<file path="src/rtl/fetch_sequencer.sv">
`default_nettype none
// +----------------------------------------------------------------------------+
// | fetch_sequencer: PC and decode-context registers for the control decoder,   |
// | with a Start/Done program handshake and a saturating RUN-cycle counter.     |
// | Revision: 1.0                                                               |
// +----------------------------------------------------------------------------+
module fetch_sequencer #(
  parameter int PC_W       = 10,
  parameter int START_ADDR = 0,
  parameter int CNT_W      = 16
) (
  input  logic             Clk,
  input  logic             Reset,
  input  logic             Start,
  input  logic             BranchEn,
  input  logic [8:0]       BranchTarget,
  input  logic [1:0]       NextState,
  input  logic [8:0]       PrevInstructionIn,
  input  logic             Ack,
  output logic [PC_W-1:0]  ProgCtr,
  output logic [1:0]       CurrState,
  output logic [8:0]       PrevInstruction,
  output logic             Running,
  output logic             Done,
  output logic [CNT_W-1:0] CycleCount
);

  typedef enum logic [1:0] {
    S_IDLE = 2'd0,
    S_RUN  = 2'd1,
    S_DONE = 2'd2
  } state_t;

  localparam logic [PC_W-1:0]  c_start_pc = START_ADDR[PC_W-1:0];
  localparam logic [PC_W-1:0]  c_pc_one   = {{(PC_W-1){1'b0}}, 1'b1};
  localparam logic [CNT_W-1:0] c_cnt_one  = {{(CNT_W-1){1'b0}}, 1'b1};
  localparam logic [CNT_W-1:0] c_cnt_max  = {CNT_W{1'b1}};

  state_t           state_q, state_d;
  logic [PC_W-1:0]  pc_q, pc_d;
  logic [1:0]       mode_q, mode_d;
  logic [8:0]       prev_q, prev_d;
  logic [CNT_W-1:0] cnt_q, cnt_d;
  logic [PC_W-1:0]  w_branch_pc;

  // Branch targets are 9-bit absolute addresses, zero-extended to the PC width.
  if (PC_W == 9) begin : g_ext_none
    assign w_branch_pc = BranchTarget;
  end else begin : g_ext_zero
    assign w_branch_pc = {{(PC_W-9){1'b0}}, BranchTarget};
  end

  always_comb begin
    state_d = state_q;
    pc_d    = pc_q;
    mode_d  = mode_q;
    prev_d  = prev_q;
    cnt_d   = cnt_q;
    case (state_q)
      S_IDLE, S_DONE: begin
        if (Start) begin
          state_d = S_RUN;
          pc_d    = c_start_pc;
          mode_d  = 2'b00;
          prev_d  = 9'd0;
          cnt_d   = '0;
        end
      end
      S_RUN: begin
        if (cnt_q != c_cnt_max) begin
          cnt_d = cnt_q + c_cnt_one;
        end
        // Ack wins over a simultaneous branch; PC keeps pointing at the Done word.
        if (Ack) begin
          state_d = S_DONE;
          mode_d  = 2'b00;
        end else if (BranchEn) begin
          pc_d   = w_branch_pc;
          mode_d = NextState;
          prev_d = PrevInstructionIn;
        end else begin
          pc_d   = pc_q + c_pc_one;
          mode_d = NextState;
          prev_d = PrevInstructionIn;
        end
      end
      default: begin
        state_d = S_IDLE;
      end
    endcase
  end

  always_ff @(posedge Clk) begin
    if (Reset) begin
      state_q <= S_IDLE;
      pc_q    <= c_start_pc;
      mode_q  <= 2'b00;
      prev_q  <= 9'd0;
      cnt_q   <= '0;
    end else begin
      state_q <= state_d;
      pc_q    <= pc_d;
      mode_q  <= mode_d;
      prev_q  <= prev_d;
      cnt_q   <= cnt_d;
    end
  end

  assign ProgCtr         = pc_q;
  assign CurrState       = mode_q;
  assign PrevInstruction = prev_q;
  assign CycleCount      = cnt_q;
  assign Running         = (state_q == S_RUN);
  assign Done            = (state_q == S_DONE);

endmodule
`default_nettype wire

</file>
<file path="config.mk">
export PLATFORM = sky130hd
export DESIGN_NAME = fetch_sequencer
export DESIGN_NICKNAME = d
export VERILOG_FILES = /design/src/rtl/fetch_sequencer.sv
export SDC_FILE = /design/constraint.sdc
export NUM_CORES = 1
export LEC_CHECK = 0
export CAP_MARGIN = 30
export CELL_PAD_IN_SITES_DETAIL_PLACEMENT = 1
export CELL_PAD_IN_SITES_GLOBAL_PLACEMENT = 1
export CORE_UTILIZATION = 30
export CTS_BUF_LIST = sky130_fd_sc_hd__clkbuf_16
export CTS_CLUSTER_DIAMETER = 30
export DETAILED_ROUTE_END_ITERATION = 16
export GPL_TIMING_DRIVEN = 0
export PLACE_DENSITY = 0.75
export SETUP_SLACK_MARGIN = 0.15
export SKIP_CTS_REPAIR_TIMING = 1
export SYNTH_ARGS = -nofsm -noshare
export SYNTH_HDL_FRONTEND = slang
export SYNTH_SLANG_ARGS = --single-unit
</file>
<file path="constraint.sdc">
create_clock -name Clk -period 1.9 [get_ports Clk]
set_input_delay 0.38 -clock Clk [delete_from_list [all_inputs] [get_ports Clk]]
set_output_delay 0.38 -clock Clk [all_outputs]
set_load 0.02 [all_outputs]
</file>
==> impl_metrics.toml <==
[clock_network]
h-tree-depth = 2
clk_pin_slew_worst_paths_ns = 0.06
cts-root-buf = "clkbuf_16"
clock_latency_ns = 0.29
cts_num_sinks = 39
numCtsBuffers = 5
tritoncts = "built"
cts_buffer_depth = 2

[synthesis]
synth-edff-count = 0
synthTopCellsByArea = "dfxtp_1 40%, a22oi_1 5.0%, nor2_1 5.0%, nand2_1 4.0%, a21oi_1 3.6%"
synthCells = 238
post-synth-top-count-cell = "dfxtp_1"
synthFlopType = "dfxtp_1"
yosysTopAreaCell = "dfxtp_1"
avgSynthCellArea_um2 = 8.180
synthesis.area_mm2 = 0.001947
postSynth.asyncResetShare_pct = 0
ys_warn_count = 0
ys_seq_area_share_pct = 40.10
synthTopCellsByCount = "39 x dfxtp_1, 26 x nor2_1, 21 x nand2_1"
synth_top_area_share_pct = 40.10
syn_nets = 265
ys_ff_latch = 39
synth.distinct_cells = 50

[power]
pwr_density_cell_mw_per_mm2 = 679.4
sw_frac_of_total_pct = 24.59
vdd_ir_drop_max_mv = 0.4892
p_leak_nw = 1.269
p_seq_share_pct = 38.1
p_comb_share_pct = 13.5
switchingPower_w = 0.0005410
internal-power_w = 0.001659
clockPowerShare_pct = 48.4

[finish]
layout-drive-gt1-share_pct = 22.32
area_growth_pct = 66.32
diodes = 0
nets = 353
final_cell_count_no_fill = 402
fin_area_mm2 = 0.003238
multi_input_area_mm2 = 0.001221
fill_cells = 723
regArea_um2 = 823.3

[drt]
avgViaCountPerCell = 5.577
via_count = 2242
wl_mm = 7.390
route.detailed.drc = 0
dr.pass1.iters = 4
drt_iter0_drc = 97
drtAntennaViolNets = 0
wl_per_cell_um = 18.38

[global_route]
grt_usage_pct = 19.71
grt_overflow = 0
grt_pass1_vias = 1973
grt_pass1_wl_mm = 10.06
grt_max_degree = 14
antenna_found_initial = 0

[job]
maxCapViolations = 0

[sta]
rsz0062_at_grt = "yes"
fmaxAchievable_ghz = 0.5592
drv_slew = 0
fin_crit_ns = 1.788
hold_viol = 0
slew_headroom_pct = 63.03
worstMarginPinSlew_ns = 0.5546
clock_skew_ns = 0.003829
setup_viol = 0
fin_crit_sh_pct = 94.13

[setup_path]
cp.required_ns = 1.52
crit_chain = "nand2b_2, inv_4, buf_4, clkbuf_2"
cp-end-kind = "primary output"
start_kind = "register"
worst-setup-path-type = "register to primary output"
cp_top_family = "buffers and inverters"
crit_slowest_cell = "dfxtp_4"
worst-path-max-fanout = 10
arrival_ns = 1.41
cp_num_buf_inv = 3
critPathMaxStageDelay_ns = 0.35

[floorplanning]
initial_core_util_pct = 31.94
die_w_um = 82.56
coreArea_mm2 = 0.006096
io_pins = 64
die-area_mm2 = 0.006815
die_h_um = 82.56
row_count = 28

[placed_design]
placed_area_mm2 = 0.002699
dp.cells = 376
hpwlAfterDp_mm = 4.590
routabilityCongestion = 0.8909
io_buffer_count = 63

[worst_hold_path]
hp-class = "register to register"

[outcome]
status = "finished clean"
==> metal layers <==
layer / vias up / GRT usage, % / routed length [µm]
li1: 1077 / - / -
met5: - / 0 / 0
met3: 7 / 4.066 / 381
met2: 64 / 30.33 / 3523
met4: 0 / 7.759 / 90
met1: 1094 / 26.79 / 3394
==> worst paths after layout <==
| kind | cells after the start | end | startpoint | slack [ns] |
|---|---|---|---|---|
| setup / recovery | 4 | Running | state_q[1]$_SDFFE_PP0P_ | 0.11 |
| hold / removal | 2 | PrevInstruction[8]$_SDFFE_PP0P_ | PrevInstruction[8]$_SDFFE_PP0P_ | 0.47 |
| setup reg to reg | 4 | CycleCount[14]$_SDFFE_PP0P_ | CycleCount[3]$_SDFFE_PP0P_ | 0.13 |
| hold reg to reg | 2 | PrevInstruction[8]$_SDFFE_PP0P_ | PrevInstruction[8]$_SDFFE_PP0P_ | 0.47 |
==> power groups by stage <==
stage	registers, W	clock network, W	logic, W
final	0.000839	0.00106	0.000296
after detailed placement	0.000866	0	0.000244
after CTS	0.000848	0.00107	0.000246
after global placement	0.000865	0	0.000241
after global routing	0.000840	0.00111	0.000318
after floorplan	0.000877	0	0.000106
==> cell type report <==
type | instances | area share, %
multi-input combinational | 177 | 37.71
sequential | 39 | 25.43
timing repair buffer | 81 | 24.57
clock buffer | 6 | 4.637
tap | 75 | 2.898
buffer | 13 | 2.473
clock inverter | 2 | 1.159
inverter | 9 | 1.121
==> cell families after synthesis <==
group	synth area share [%]
simple gates	26.09
compound gates	26.74
flops	40.10
buf+inv	4.305
mux	1.028
fa+ha+maj	1.285
xor+xnor	0.4500
==> flip-flops by register name, indices dropped and copies added (netlist names) <==
signal,flops
ProgCtr,10
PrevInstruction,9
CurrState,2
CycleCount,16
state_q,2
==> cell usage in the layout (no fill, tap or decap), types with 3 or more instances in the layout <==
cell type         n
a211oi_1          4
a21oi_1          13
a22oi_1          13
a31oi_1           5
buf_4            17
buf_6             4
clkbuf_16         6
clkbuf_2          5
clkdlybuf4s50_1  50
dfxtp_1          25
dfxtp_2           4
dfxtp_4          10
dlymetal6s2s_1   12
inv_1             8
nand2_1          19
nand2b_1          4
nand3_1           5
nand3_4           3
nand4_1           5
nor2_1           24
nor3_1            9
o211ai_1          5
o21ai_0           9
o22ai_1           3
or4_1             3
==> worst min-delay path: cells and delay by family, from the launching register on <==
kind	cells	cell delay (ns)
AOI/OAI and AO/OA	1	0.05
DFF	1	0.31
and+or+nand+nor	1	0.05
==> stage by stage <==
| stage | utilization, % | total power (W) | worst slack, ns | TNS (ns) | hold WS, ns |
|---|---|---|---|---|---|
| 5_1_grt | 53.12 | 0.002270 | 0.07246 | 0 | 0.4887 |
| 3_5_place_dp | 44.27 | 0.001110 | -0.6968 | -20.95 | 0.4548 |
| 6_report | 53.12 | 0.002200 | 0.1116 | 0 | 0.4651 |
| 3_3_place_gp | 44.27 | 0.001106 | -0.6349 | -19.37 | 0.4408 |
| 2_1_floorplan | - | 0.0009839 | 0.1464 | 0 | 0.5226 |
| 4_1_cts | 47.35 | 0.002168 | -0.6848 | -11.06 | 0.4667 |
(Power assumes the default switching activity.)
